### src/rtl/fifo_pkg.sv
// Shared FIFO package: default address width plus Gray/binary helpers.
// The helpers work on zero-extended 32-bit values, so callers of any width
// up to 32 bits truncate the result back to their own pointer width.
package fifo_pkg;

  localparam int unsigned FIFO_ADDR_WIDTH = 3;

  function automatic logic [31:0] bin2gray(input logic [31:0] bin);
    return bin ^ (bin >> 1);
  endfunction

  // Bit i of the binary value is the XOR of all Gray bits at or above i.
  function automatic logic [31:0] gray2bin(input logic [31:0] gray);
    logic [31:0] bin;
    bin = '0;
    for (int i = 0; i < 32; i++) begin
      bin[i] = ^(gray >> i);
    end
    return bin;
  endfunction

endpackage

### src/rtl/fifo_wr_ctrl_if.sv
// Write-side bus of the async FIFO: request, synchronised read pointer in,
// memory strobe/address and status out. OVERFLOW exists only with
// FIFO_WR_OVF_EN defined.
interface fifo_wr_ctrl_if
  import fifo_pkg::*;
#(
  parameter int unsigned ADDR_WIDTH = FIFO_ADDR_WIDTH
);

  logic                  W_INC;
  logic [ADDR_WIDTH:0]   RQ_GRAY_PTR;
  logic                  W_EN;
  logic [ADDR_WIDTH-1:0] W_ADDR;
  logic [ADDR_WIDTH:0]   W_GRAY_PTR;
  logic                  FULL;
  logic                  ALMOST_FULL;
  logic [ADDR_WIDTH:0]   W_LEVEL;
`ifdef FIFO_WR_OVF_EN
  logic                  OVERFLOW;
`endif

  // Controller side.
  modport master (
    input  W_INC,
    input  RQ_GRAY_PTR,
    output W_EN,
    output W_ADDR,
    output W_GRAY_PTR,
    output FULL,
    output ALMOST_FULL,
    output W_LEVEL
`ifdef FIFO_WR_OVF_EN
    ,
    output OVERFLOW
`endif
  );

  // Producer / memory / synchroniser side.
  modport slave (
    output W_INC,
    output RQ_GRAY_PTR,
    input  W_EN,
    input  W_ADDR,
    input  W_GRAY_PTR,
    input  FULL,
    input  ALMOST_FULL,
    input  W_LEVEL
`ifdef FIFO_WR_OVF_EN
    ,
    input  OVERFLOW
`endif
  );

endinterface

### src/rtl/fifo_gray2bin.sv
// Gray-to-binary converter (XOR prefix from the MSB down). Shared with the
// read-side controller.
module fifo_gray2bin #(
  parameter int unsigned WIDTH = 4
) (
  input  logic [WIDTH-1:0] gray_i,
  output logic [WIDTH-1:0] bin_o
);

  // Each binary bit folds in every Gray bit at or above its position.
  always_comb begin
    bin_o = '0;
    for (int i = 0; i < int'(WIDTH); i++) begin
      bin_o[i] = ^(gray_i >> i);
    end
  end

endmodule

### src/rtl/fifo_wr_ctrl.sv
// Async FIFO write-side controller (write clock domain only).
// Owns the binary write pointer, publishes a registered Gray pointer and
// derives FULL / ALMOST_FULL / W_LEVEL from the synchronised read pointer.
// Optional: define FIFO_WR_OVF_EN to add the sticky OVERFLOW flag.
module fifo_wr_ctrl
  import fifo_pkg::*;
#(
  parameter int unsigned ADDR_WIDTH   = FIFO_ADDR_WIDTH,
  parameter int unsigned AFULL_THRESH = 6
) (
  input  logic           W_CLK,
  input  logic           W_RST,
  fifo_wr_ctrl_if.master bus
);

  localparam int unsigned PtrW = ADDR_WIDTH + 1;
  // Full when the write pointer equals the read pointer with its two Gray
  // MSBs inverted; for ADDR_WIDTH = 1 that is the whole pointer.
  localparam logic [PtrW-1:0] FullMask = PtrW'(3) << (ADDR_WIDTH - 1);

  logic [PtrW-1:0] wbin_q, wbin_d;
  logic [PtrW-1:0] wgray_q, wgray_d;
  logic [PtrW-1:0] level_q, level_d;
  logic            full_q, full_d;
  logic            afull_q, afull_d;
  logic [PtrW-1:0] rbin;
  logic            wr_accept;

  fifo_gray2bin #(
    .WIDTH (PtrW)
  ) u_rq_gray2bin (
    .gray_i (bus.RQ_GRAY_PTR),
    .bin_o  (rbin)
  );

  // Next-state: advance pointer on accepted writes, re-evaluate status.
  always_comb begin
    wr_accept = bus.W_INC & ~full_q;
    wbin_d    = wbin_q + PtrW'(wr_accept);
    wgray_d   = PtrW'(bin2gray(32'(wbin_d)));
    full_d    = (wgray_d == (bus.RQ_GRAY_PTR ^ FullMask));
    level_d   = wbin_d - rbin;
    afull_d   = (32'(level_d) >= AFULL_THRESH);
  end

  // Pointer and status registers.
  always_ff @(posedge W_CLK or negedge W_RST) begin
    if (!W_RST) begin
      wbin_q  <= '0;
      wgray_q <= '0;
      level_q <= '0;
      full_q  <= 1'b0;
      afull_q <= 1'b0;
    end else begin
      wbin_q  <= wbin_d;
      wgray_q <= wgray_d;
      level_q <= level_d;
      full_q  <= full_d;
      afull_q <= afull_d;
    end
  end

`ifdef FIFO_WR_OVF_EN
  logic ovf_q, ovf_d;

  // Sticky: any write attempt while full; only reset clears it.
  always_comb begin
    ovf_d = ovf_q | (bus.W_INC & full_q);
  end

  // Overflow register.
  always_ff @(posedge W_CLK or negedge W_RST) begin
    if (!W_RST) begin
      ovf_q <= 1'b0;
    end else begin
      ovf_q <= ovf_d;
    end
  end

  assign bus.OVERFLOW = ovf_q;
`endif

  // full_q is 0 in reset, so W_EN follows W_INC there; memory must ignore it.
  assign bus.W_EN        = bus.W_INC & ~full_q;
  assign bus.W_ADDR      = wbin_q[ADDR_WIDTH-1:0];
  assign bus.W_GRAY_PTR  = wgray_q;
  assign bus.FULL        = full_q;
  assign bus.ALMOST_FULL = afull_q;
  assign bus.W_LEVEL     = level_q;

endmodule

### src/flat_wrapper.sv
// flat-port wrapper written by rule: the top's interface ports become plain ports
module fifo_wr_ctrl_flat import fifo_pkg::*;
#(
  parameter int unsigned ADDR_WIDTH   = FIFO_ADDR_WIDTH,
  parameter int unsigned AFULL_THRESH = 6
)
  (W_CLK, W_RST, bus_W_INC, bus_RQ_GRAY_PTR, bus_W_EN, bus_W_ADDR, bus_W_GRAY_PTR, bus_FULL, bus_ALMOST_FULL, bus_W_LEVEL);
  fifo_wr_ctrl_if #(.ADDR_WIDTH(ADDR_WIDTH)) bus_i ();
  input  logic W_CLK;
  input  logic W_RST;
  input wire logic [$bits(bus_i.W_INC)-1:0] bus_W_INC;
  input wire logic [$bits(bus_i.RQ_GRAY_PTR)-1:0] bus_RQ_GRAY_PTR;
  output wire logic [$bits(bus_i.W_EN)-1:0] bus_W_EN;
  output wire logic [$bits(bus_i.W_ADDR)-1:0] bus_W_ADDR;
  output wire logic [$bits(bus_i.W_GRAY_PTR)-1:0] bus_W_GRAY_PTR;
  output wire logic [$bits(bus_i.FULL)-1:0] bus_FULL;
  output wire logic [$bits(bus_i.ALMOST_FULL)-1:0] bus_ALMOST_FULL;
  output wire logic [$bits(bus_i.W_LEVEL)-1:0] bus_W_LEVEL;
  assign bus_i.W_INC = bus_W_INC;
  assign bus_i.RQ_GRAY_PTR = bus_RQ_GRAY_PTR;
  assign bus_W_EN = bus_i.W_EN;
  assign bus_W_ADDR = bus_i.W_ADDR;
  assign bus_W_GRAY_PTR = bus_i.W_GRAY_PTR;
  assign bus_FULL = bus_i.FULL;
  assign bus_ALMOST_FULL = bus_i.ALMOST_FULL;
  assign bus_W_LEVEL = bus_i.W_LEVEL;
  fifo_wr_ctrl #(.ADDR_WIDTH(ADDR_WIDTH), .AFULL_THRESH(AFULL_THRESH)) u_core (.W_CLK(W_CLK), .W_RST(W_RST), .bus(bus_i));
endmodule
### config.mk
export PLATFORM = sky130hd
export DESIGN_NAME = fifo_wr_ctrl_flat
export DESIGN_NICKNAME = d
export VERILOG_FILES = /design/src/rtl/fifo_pkg.sv /design/src/rtl/fifo_wr_ctrl_if.sv /design/src/rtl/fifo_gray2bin.sv /design/src/rtl/fifo_wr_ctrl.sv /design/src/flat_wrapper.sv
export SDC_FILE = /design/constraint.sdc
export NUM_CORES = 1
export LEC_CHECK = 0
export CAP_MARGIN = 10
export CORE_MARGIN = 3
export CORE_UTILIZATION = 44
export DETAILED_ROUTE_END_ITERATION = 6
export PLACE_DENSITY = 0.76
export SLEW_MARGIN = 20
export SYNTH_ARGS = -nofsm -noshare
export SYNTH_HDL_FRONTEND = slang
export SYNTH_SLANG_ARGS = --single-unit
export TNS_END_PERCENT = 30
### constraint.sdc
create_clock -name W_CLK -period 2.6 [get_ports W_CLK]
set_input_delay 0.52 -clock W_CLK [delete_from_list [all_inputs] [get_ports W_CLK]]
set_output_delay 0.52 -clock W_CLK [all_outputs]
set_load 0.005 [all_outputs]
---- Yosys cells after proc, flatten, opt, wreduce, memory -nomap -nowiden ----
Cells that the tools add are included.
storage, ports and cells
  flip-flop bits (word level) ............. 14
  bits of input ports ..................... 7
  logic and storage cells ................. 17
  output and inout port bits .............. 14
cells by class
  magnitude comparators ................... 1
  equality and inequality tests ........... 1
  reduce and logical (&&, ||, !) cells .... 4
  bitwise gates (word level) .............. 4
  $add $sub $neg .......................... 2
operator list
  cell                number
  $reduce_xor 4->1    4
  $add 4x1->4         1
  $eq 4x4->1          1
  $ge 4x3->1 const B  1
  $sub 4x4->4         1
  $xor 4x3->4         1
  $not 2->2           1
  $and 1x1->1         1
  $not 1->1           1

---- Depth between registers and ports, before layout ----
Gate-level depths: netlist (run 1).
  word-level depth ........................ 5
  gate-level depth with buffers ........... 9
  mapped depth without buffers ............ 9

---- Modules after synthesis ----
Synthesis (run 1) repeated with hierarchy kept, for this count alone.
second synthesis, totals
  cells, all modules ...................... 59
  area, all modules ....................... 753.2 um^2
modules (own cells, without submodules)
  module         cells each  instances  area an instance (um^2)  sequential area each (um^2)
  fifo_wr_ctrl   54          1          703.2                    325.3
  fifo_gray2bin  5           1          50.0                     0.0

---- Worst setup path after synthesis (run 1) ----
OpenSTA, ideal clock, no wires.
  path kind ............................... in2reg
  from .................................... input bus_W_INC
  to ...................................... register u_core.afull_q, in the netlist u_core.bus.ALMOST_FULL
  stages .................................. 9
  slack ................................... 0.182 ns
  arrival time ............................ 2.286 ns
  library setup time ...................... 0.133 ns
  cell sequence ........................... nor2b_1 ha_1 ha_1 inv_1 fa_1 inv_1 and3_1 a31oi_1 o211ai_1
between the ends
  cells in the longest elaborated chain, start to end .. 4
RTL lines
  what                   RTL line            text
  start, declared        flat_wrapper.sv:11  input wire logic [$bits(bus_i.W_INC)-1:0] bus_W_INC;
  $and 1x1->1            fifo_wr_ctrl.sv:38  wr_accept = bus.W_INC & ~full_q;
  $add 4x1->4            fifo_wr_ctrl.sv:39  wbin_d = wbin_q + PtrW'(wr_accept);
  net u_core.wbin_d[1]   fifo_wr_ctrl.sv:21  logic [PtrW-1:0] wbin_q, wbin_d;
  $sub 4x4->4            fifo_wr_ctrl.sv:42  level_d = wbin_d - rbin;
  net u_core.level_d[1]  fifo_wr_ctrl.sv:23  logic [PtrW-1:0] level_q, level_d;
  $ge 4x3->1             fifo_wr_ctrl.sv:43  afull_d = (32'(level_d) >= AFULL_THRESH);
  net u_core.afull_d     fifo_wr_ctrl.sv:25  logic afull_q, afull_d;
  end signal, assigned   fifo_wr_ctrl.sv:59  afull_q <= afull_d;
  end, declared          fifo_wr_ctrl.sv:25
The timed path passes the listed nets, and every way through them passes these cells.

---- Worst setup path in the final report (run 1) ----
Ends and elaborated chain as after synthesis.

==> results.yml, run 1 <==
status:
  status: "completed"
detailed_routing:
  wl_per_cell_microns: 12.58
  first_iter_violations: 7
  first_pass_iters: 3
  ant_nets: 0
  viasPerCell: 4.955
  via_count: 550
  routed_wl_microns: 1396
  drc: 0
floorplan:
  pin_count: 21
  dieArea_sq_mm: 0.002081
  die_w_microns: 45.62
  dieHeight_microns: 45.62
  core_sq_mm: 0.001383
  start_util: 0.4995
  rows: 13
sta:
  worst_pin_slew_ns: 0.5765
  timing.fmax_ghz: 0.3960
  fin_skew_ns: 0.01059
  timing.final.ws_setup_ns: 0.07445
  slew_headroom: 0.6145
  drv_slew: 0
  tns_ns: 0
  setup_viol_count_final: 0
  min_period_ns: 2.526
  period_share: 0.9714
  rsz0062_at_grt: "no"
  hold_viol: 0
synth:
  synth_compound_area_frac: 0.09058
  ys_ff_latch: 13
  synth_top_area_frac: 0.4710
  synth_top_area_cell: "dfrtp_1"
  synth_cell_types: 21
  synth-simple-area-share: 0.04167
  synthXorXnorAreaFrac: 0.2246
  synth_top_flop_cell: "dfrtp_1"
  synth_nets: 69
  synth_area_leaders: "dfrtp_1 (47%), xnor2_1 (11%), ha_1 (9.1%), xor2_1 (6.3%), inv_1 (3.8%)"
  synthArstFlopShare: 1.000
  yosysSeqAreaShare: 0.4710
  synth.cell_area_sq_um: 690.7
  synth_fa_ha_area_frac: 0.1196
  synth_top_family_by_area: "XOR/XNOR gates"
  synthMuxAreaShare: 0.01449
  postSynthCellCount: 56
  synth_edf_count: 0
  ys_warn_count: 0
  synth_area_per_cell_sq_um: 12.33
clocking:
  cts_hold_buffers: 0
  cts.sinks: 13
  clkLatencyLatePin_ns: 0.28
  clockRootBuffer: "clkbuf_4"
  cts_tree: "built"
  clk_path_buf_depth: 2
  h-tree-depth: 1
  cts_buffers: 3
  path_clk_slew_ns: 0.08
grt:
  grt_pass1_wl_microns: 2366
  grt-ovfl-total: 0
  grtUsageTotal: 0.1597
  grt_max_degree: 14
  grt_pass1_vias: 543
  antenna_found_initial: 0
pwr:
  leakage_uw: 0.0005132
  peakVddDrop_mv: 1.121
  p_per_area_mw_per_mm2: 1552
critical_path:
  worstReg2RegStart: "u_core.bus.FULL$_DFF_PN0_"
  worstSetupEndpointType: "flop"
  cp.arrival_ns: 2.67
  critical_path_class: "in2reg"
  cp_max_fo: 2
  cp-start-kind: "primary input"
  cp-startpoint: "bus_W_INC"
  cp.required_ns: 2.75
  r2r_cells: 9
layout:
  stdcell_count: 111
  area_delta_synth_final_pct: 57.43
  nFillCells: 82
  regArea_sq_um: 325.3
  diodes: 0
  fin_nets: 110
  final_util: 0.7864
  multi_input_area_sq_um: 369.1
  layout-drive-gt1-share: 0.2708
worst_hold_path:
  hold_path.startpoint: "u_core.wbin_q[3]$_DFF_PN0_"
  hp-class: "reg2reg"
  whs_path_depth: 1
run:
  maxCapViolations: 0
placement:
  port_buffers: 20
  gp_congestion: 0.7814
  place_inst: 106
  preCtsSetupSlack_ns: -0.3324
-- synth_stat cells, drive strengths merged (2+ instances only) --
cell type and count:
nand3 2, a211oi 2, ha 5, xor2 6
inv 7, dfrtp 13, xnor2 10
-- where the power goes --
group	internal [uW]	switching, uW
sequential	323	58.6
clock	59.5	65.4
combinational	700	481
total	1080	605
-- stage by stage --
step | area, sq um | hold WS (ns) | power [uW]
final | 1087 | 0.5643 | 1687
after global routing | 1087 | 0.5757 | 1833
after floorplan | 690.7 | 0.2244 | 990.6
after detailed placement | 1022 | 0.5544 | 1546
after CTS | 1055 | 0.5699 | 1677
after global placement | 1022 | 0.5478 | 1510
-- worst paths after layout --
check,end,slack (ns)
worst min-delay path,u_core.wbin_q[3]$_DFF_PN0_,0.56
min in group asynchronous,u_core.wbin_q[1]$_DFF_PN0_,0.60
worst min register to register,u_core.wbin_q[3]$_DFF_PN0_,0.56
max in group asynchronous,u_core.bus.ALMOST_FULL$_DFF_PN0_,1.61
worst max register to register,u_core.bus.ALMOST_FULL$_DFF_PN0_,0.44
worst max-delay path,u_core.bus.ALMOST_FULL$_DFF_PN0_,0.07
-- repair_timing --
item | 4_1_cts | 5_1_grt
buffers inserted | 0 | 1
endpoints found under the setup margin | 1 | 1
pin swaps | 1 | 3
resized for setup | 2 | 4
-- registers in the layout, summed over array words and instances (netlist names) --
| signal | cells |
|---|---|
| u_core.bus.FULL | 1 |
| u_core.wbin_q | 4 |
| u_core.bus.W_LEVEL | 4 |
| u_core.bus.W_GRAY_PTR | 3 |
| u_core.bus.ALMOST_FULL | 1 |
-- routing by layer --
layer | vias up | GRT usage | part of all wire
li1 | 264 | - | -
met5 | - | 0 | 0
met4 | 0 | 0.07018 | 0.015
met3 | 2 | 0.01581 | 0.052
met2 | 16 | 0.2618 | 0.51
met1 | 268 | 0.2109 | 0.43
-- worst max-delay path, cell delays in order --
cell and delay [ns]:
clkdlybuf4s50_1 0.41, nor2b_1 0.15, ha_2 0.33, inv_1 0.05, ha_1 0.21, fa_1 0.51, inv_1 0.05, and3_1 0.17
a31oi_1 0.15, o211ai_1 0.11
-- cell type report --
type                       count  share of cell area
tap                           15             0.01726
clock buffer                   4             0.02417
timing repair buffer          36              0.2957
inverter                       7             0.02417
sequential                    13              0.2992
multi-input combinational     36              0.3395
-- cell families after synthesis --
kind of cell    count (synthesis)
compound gates                  8
xor+xnor                       16
fa+ha+maj                       6
buf+inv                         7
flops                          13
mux                             1
simple gates                    5
-- cell usage in the layout, fill, tap and decap left out, types with 2 or more instances in the layout --
cell             count
xor2_1               4
inv_1                7
dfrtp_1             13
xnor2_2              2
xor2_2               2
xnor2_1              8
clkdlybuf4s50_1     18
clkbuf_4             3
ha_1                 3
buf_4               16
nand3_1              2
Power figures use the tool's default switching activity.
==> inputs of run 2 (changes only) <==
--- a/config.mk
+++ b/config.mk
@@ -6,12 +6,13 @@
 export NUM_CORES = 1
 export LEC_CHECK = 0
 export CAP_MARGIN = 10
-export CORE_MARGIN = 3
-export CORE_UTILIZATION = 44
+export CORE_MARGIN = 4
+export CORE_UTILIZATION = 46
 export DETAILED_ROUTE_END_ITERATION = 6
-export PLACE_DENSITY = 0.76
+export PLACE_DENSITY = 0.77
 export SLEW_MARGIN = 20
 export SYNTH_ARGS = -nofsm -noshare
 export SYNTH_HDL_FRONTEND = slang
+export SYNTH_HIERARCHICAL = 1
 export SYNTH_SLANG_ARGS = --single-unit
 export TNS_END_PERCENT = 30
==> run 2 against run 1 <==
Hold slack gained 0.020 ns. Highest routed layer unchanged. Non-clock buffer count shrank 7. Critical endpoint is now u_core/bus.FULL$_DFF_PN0_. Sequential share of layout area grew 0.78 points. Die area grew 13%. Largest power group unchanged. Final cell count shrank 3.6%. Via count shrank 4.9%. Critical path type unchanged. Largest cell class unchanged. Global-route usage shrank 1.8 points.
==> results.yml, run 2 <==
status:
  status: "completed"
sta:
  setup_viol_count_final: 0
  worst_pin_slew_ns: 0.5775
  timing.fmax_ghz: 0.4277
  min_period_ns: 2.338
  drv_slew: 0
  period_share: 0.8993
  fin_skew_ns: 0.002432
  rsz0062_at_grt: "no"
  hold_viol: 0
  slew_headroom: 0.6138
  holdWs_ns: 0.5843
layout:
  design_area_sq_mm: 0.001060
  area_delta_synth_final_pct: 40.70
  diodes: 0
  nFillCells: 124
  final_cell_mix: "clkdlybuf4s50_1 (20), dfrtp_1 (13), buf_4 (9)"
  multi_input_area_sq_um: 390.4
  stdcell_count: 107
  layout-drive-gt1-share: 0.1978
  final_common_cell: "clkdlybuf4s50_1"
  regArea_sq_um: 325.3
  fin_nets: 105
synth:
  postSynthCellCount: 59
  synth_top_family_by_area: "XOR/XNOR gates"
  synth_fa_ha_area_frac: 0.1096
  synth_area_per_cell_sq_um: 12.77
  yosys-top-cells-count: "dfrtp_1 (13), inv_1 (8), xor2_1 (7), xnor2_1 (6), ha_1 (5)"
  synth-simple-area-share: 0.06811
  ys_warn_count: 6
  synth_edf_count: 0
  synth_top_area_cell: "dfrtp_1"
  synth_compound_area_frac: 0.07143
  synth_nets: 72
  synth_top_flop_cell: "dfrtp_1"
  synthMuxAreaShare: 0.01329
  synthXorXnorAreaFrac: 0.2558
  synth.cell_area_sq_um: 753.2
  yosysSeqAreaShare: 0.4319
  synth_top_area_frac: 0.4319
  synth_most_common_cell: "dfrtp_1"
  synth_area_leaders: "dfrtp_1 (43%), ha_1 (8.3%), xor2_1 (8.1%), xnor2_1 (7.0%), xor2_2 (4.3%)"
  synthArstFlopShare: 1.000
  ys_ff_latch: 13
  synth_cell_types: 22
grt:
  grt_max_degree: 14
  grt-ovfl-total: 0
  grt_pass1_vias: 556
  grtUsageTotal: 0.1414
  grt_pass1_wl_microns: 2656
  antenna_found_initial: 0
placement:
  dpl.hpwl_microns: 1182
  placed_area_sq_mm: 0.001033
  port_buffers: 20
  place_inst: 103
  gp_congestion: 0.7588
critical_path:
  cp_max_fo: 3
  cp-start-kind: "primary input"
  cp.required_ns: 2.76
  cp.arrival_ns: 2.50
  worstSetupEndpointType: "flop"
  critical_path_class: "in2reg"
floorplan:
  start_util: 0.4943
  core_sq_mm: 0.001524
  die_w_microns: 48.47
  dieArea_sq_mm: 0.002349
  pin_count: 21
  rows: 14
  dieHeight_microns: 48.47
clocking:
  clockRootBuffer: "clkbuf_4"
  cts_resized: 0
  cts.sinks: 13
  cts_tree: "built"
  cts_setup_buffers: 0
  h-tree-depth: 1
  clk_path_buf_depth: 2
  cts_buffers: 3
  clkLatencyLatePin_ns: 0.27
  cts_hold_buffers: 0
  path_clk_slew_ns: 0.08
pwr:
  peakVddDrop_mv: 0.8391
  power_uw: 1421
  leakage_uw: 0.0005082
  p_per_area_mw_per_mm2: 1341
detailed_routing:
  drc: 0
  via_count: 523
  first_pass_iters: 4
  first_iter_violations: 4
  ant_nets: 0
  wl_per_cell_microns: 13.54
  viasPerCell: 4.888
  routed_wl_microns: 1449
worst_hold_path:
  hp-class: "reg2reg"
run:
  maxCapViolations: 0
[run 2: worst paths after layout]
check	cells after the start	start	to	slack, ns
worst max-delay path	9	bus_W_INC	u_core/bus.FULL$_DFF_PN0_	0.26
worst min-delay path	1	u_core/wbin_q[3]$_DFF_PN0_	u_core/wbin_q[3]$_DFF_PN0_	0.58
worst max register to register	8	u_core/bus.FULL$_DFF_PN0_	u_core/bus.FULL$_DFF_PN0_	0.59
worst min register to register	1	u_core/wbin_q[3]$_DFF_PN0_	u_core/wbin_q[3]$_DFF_PN0_	0.58
max in group asynchronous	1	W_RST	u_core/wbin_q[2]$_DFF_PN0_	1.61
min in group asynchronous	1	W_RST	u_core/wbin_q[0]$_DFF_PN0_	0.61
[run 2: cell families (layout without fill, tap and decap cells)]
family	count (synthesis)	count (layout)
AO/OA/AOI/OAI	6	6
XOR/XNOR	17	17
adder cells (fa/ha/maj)	6	6
buffers and inverters	9	41
flip-flops	13	13
multiplexers	1	1
AND/OR/NAND/NOR	7	7
[run 2: power breakdown]
group          switching [uW]  internal [uW]  leakage, uW
sequential               64.7            313     0.000153
combinational             379            540     0.000341
clock                    65.0           59.3    0.0000150
total                     509            912     0.000508
[run 2: stage by stage]
stage / setup TNS (ns) / utilization / setup WS [ns]
after CTS: 0 / 0.6954 / 0.2688
after global placement: 0 / 0.6782 / 0.04001
final: 0 / 0.6954 / 0.2618
after floorplan: 0 / - / 0.3365
after detailed placement: -0.02512 / 0.6782 / -0.02224
after global routing: 0 / 0.6954 / 0.1760
[run 2: critical path, stage by stage]
cell and delay (ns):
clkdlybuf4s50_1 0.44, nor2b_1 0.17, ha_1 0.21, ha_1 0.27, buf_4 0.17, xor2_1 0.21, xor2_1 0.23, a21oi_1 0.06
and4_1 0.21
[run 2: area by class of cell]
| cell class | instances | share of cell area |
|---|---|---|
| Multi-Input combinational cell | 37 | 0.3684 |
| Tap cell | 16 | 0.01889 |
| Sequential cell | 13 | 0.3070 |
| Clock buffer | 4 | 0.02479 |
| Inverter | 8 | 0.02834 |
| Timing Repair Buffer | 29 | 0.2527 |
[run 2: metal layers]
layer / vias to the layer above / global-route usage / share of wire
li1: 251 / - / -
met1: 251 / 0.1842 / 0.43
met2: 17 / 0.2261 / 0.48
met3: 4 / 0.03374 / 0.070
met4: 0 / 0.05381 / 0.020
met5: - / 0 / 0
==> inputs of run 3 (changes only) <==
--- a/config.mk
+++ b/config.mk
@@ -7,9 +7,10 @@
 export LEC_CHECK = 0
 export CAP_MARGIN = 10
 export CORE_MARGIN = 4
-export CORE_UTILIZATION = 46
+export CORE_UTILIZATION = 48
+export CTS_BUF_LIST = sky130_fd_sc_hd__clkbuf_4 sky130_fd_sc_hd__clkbuf_8
 export DETAILED_ROUTE_END_ITERATION = 6
-export PLACE_DENSITY = 0.77
+export PLACE_DENSITY = 0.8
 export SLEW_MARGIN = 20
 export SYNTH_ARGS = -nofsm -noshare
 export SYNTH_HDL_FRONTEND = slang
==> run 3 against run 2 <==
Die area decreased by 3.5%. Wire length decreased by 8.6%. Sequential power about the same. Global-route usage decreased by 0.47 points. Register-to-register slack about the same. Core utilization increased by 1.4 points. Critical path depth increased by 1. Via count decreased by 7.8%. First-iteration DRC count increased to 2.5 times the previous value. Critical endpoint is now u_core/bus.ALMOST_FULL$_DFF_PN0_.
==> results.yml, run 3 (synthesis results as in run 2) <==
detailed_routing:
  routed_wl_microns: 1324
  drc: 0
  first_pass_iters: 4
  first_iter_violations: 10
  via_count: 482
  viasPerCell: 4.547
  ant_nets: 0
  wl_per_cell_microns: 12.49
sta:
  worst_pin_slew_ns: 0.5636
  timing.final.ws_setup_ns: 0.2793
  min_period_ns: 2.321
  setup_viol_count_final: 0
  hold_viol: 0
  period_share: 0.8926
  fin_skew_ns: 0.004656
  drv_slew: 0
  rsz0062_at_grt: "no"
  slew_headroom: 0.6231
  timing.fmax_ghz: 0.4309
  tns_ns: 0
worst_hold_path:
  whs_path_depth: 1
  hp-class: "reg2reg"
  hold_path.startpoint: "u_core/wbin_q[0]$_DFF_PN0_"
  hold_end: "u_core/wbin_q[0]$_DFF_PN0_"
pwr:
  switching_share: 0.3477
  seq_power_share: 0.265
  peakVddDrop_mv: 0.8251
  switchingPower_uw: 491.2
  pwr-share-clk: 0.093
  power_uw: 1413
  leakage_uw: 0.0005068
  p_per_area_mw_per_mm2: 1338
  power_frac_comb: 0.642
  cellInternalPower_uw: 921.6
layout:
  stdcell_count: 106
  final_cell_mix: "clkdlybuf4s50_1 (20), dfrtp_1 (13), inv_1 (8), buf_4 (8), xor2_1 (7)"
  area_delta_synth_final_pct: 40.20
  final_common_cell: "clkdlybuf4s50_1"
  layout-drive-gt1-share: 0.2000
  fin_nets: 104
  diodes: 0
floorplan:
  rows: 14
  pin_count: 21
  die_w_microns: 47.62
  dieArea_sq_mm: 0.002267
  start_util: 0.5059
  core_sq_mm: 0.001489
  dieHeight_microns: 47.62
clocking:
  clkLatencyLatePin_ns: 0.27
  clk_path_buf_depth: 2
  cts_resized: 0
  cts_tree: "built"
  cts_buffers: 3
  cts_hold_buffers: 0
  path_clk_slew_ns: 0.08
  clockRootBuffer: "clkbuf_4"
  cts_setup_buffers: 0
  cts.sinks: 13
  h-tree-depth: 1
grt:
  antenna_found_initial: 0
  grtUsageTotal: 0.1366
  grt-ovfl-total: 0
  grt_pass1_vias: 459
  grt_max_degree: 14
  grt_pass1_wl_microns: 2076
run:
  maxCapViolations: 0
critical_path:
  cp-start-kind: "primary input"
  worstSetupEndpointType: "flop"
  regToRegSetupSlack_ns: 0.60
  worstReg2RegStart: "u_core/bus.FULL$_DFF_PN0_"
  cp.required_ns: 2.75
  cp-startpoint: "bus_W_INC"
  r2r_end: "u_core/bus.ALMOST_FULL$_DFF_PN0_"
  cp.arrival_ns: 2.47
  r2r_cells: 9
  critical_path_class: "in2reg"
  cp_max_fo: 4
placement:
  gp_congestion: 0.7801
  place_inst: 102
  dpl.hpwl_microns: 1091
  preCtsSetupSlack_ns: -0.03527
  port_buffers: 20
status:
  status: "completed"
-- run 3: power by group through the flow --
stage	combinational, uW	sequential [uW]	clock (uW)
2_1_floorplan	518	387	0
3_5_place_dp	914	379	0
3_3_place_gp	891	376	0
4_1_cts	919	375	137
5_1_grt	994	388	143
6_report	906	375	132
-- run 3: area by class of cell --
| class | instances | area (sq um) |
|---|---|---|
| clock buffers | 4 | 30.03 |
| fillers | 106 | 432.9 |
| inverters | 8 | 30.03 |
| multi-input cells | 37 | 390.4 |
| flip-flops and latches | 13 | 325.3 |
| well taps | 16 | 20.02 |
| repair buffers | 28 | 260.3 |
-- run 3: worst max path at each step --
stage                                       endpoint
finish              u_core/bus.ALMOST_FULL$_DFF_PN0_
detailed placement  u_core/bus.ALMOST_FULL$_DFF_PN0_
CTS                 u_core/bus.ALMOST_FULL$_DFF_PN0_
floorplan           u_core/bus.ALMOST_FULL$_DFF_PN0_
global route        u_core/bus.ALMOST_FULL$_DFF_PN0_
global placement    u_core/bus.ALMOST_FULL$_DFF_PN0_
-- run 3: stage by stage --
| step | util | instance area, sq um | hold WS (ns) |
|---|---|---|---|
| final | 0.7092 | 1056 | 0.5898 |
| after global routing | 0.7092 | 1056 | 0.5943 |
| after CTS | 0.7092 | 1056 | 0.5943 |
| after detailed placement | 0.6891 | 1026 | 0.5771 |
| after global placement | 0.6891 | 1026 | 0.5503 |
| after floorplan | - | 753.2 | 0.2244 |
-- run 3: layer usage --
layer | track usage | up-vias | share of wire
met2 | 0.2059 | 15 | 0.47
met4 | 0.09677 | 0 | 0.017
met5 | 0 | - | 0
met3 | 0.01128 | 2 | 0.066
li1 | - | 249 | -
met1 | 0.1848 | 216 | 0.45
-- run 3: worst max-delay path, stage by stage --
cell and delay [ns]:
clkdlybuf4s50_1 0.44, nor2b_1 0.17, ha_1 0.21, ha_1 0.29, ha_1 0.29, nor2b_1 0.12
o21ai_1 0.07, buf_4 0.14, a21boi_4 0.14, o22ai_1 0.08
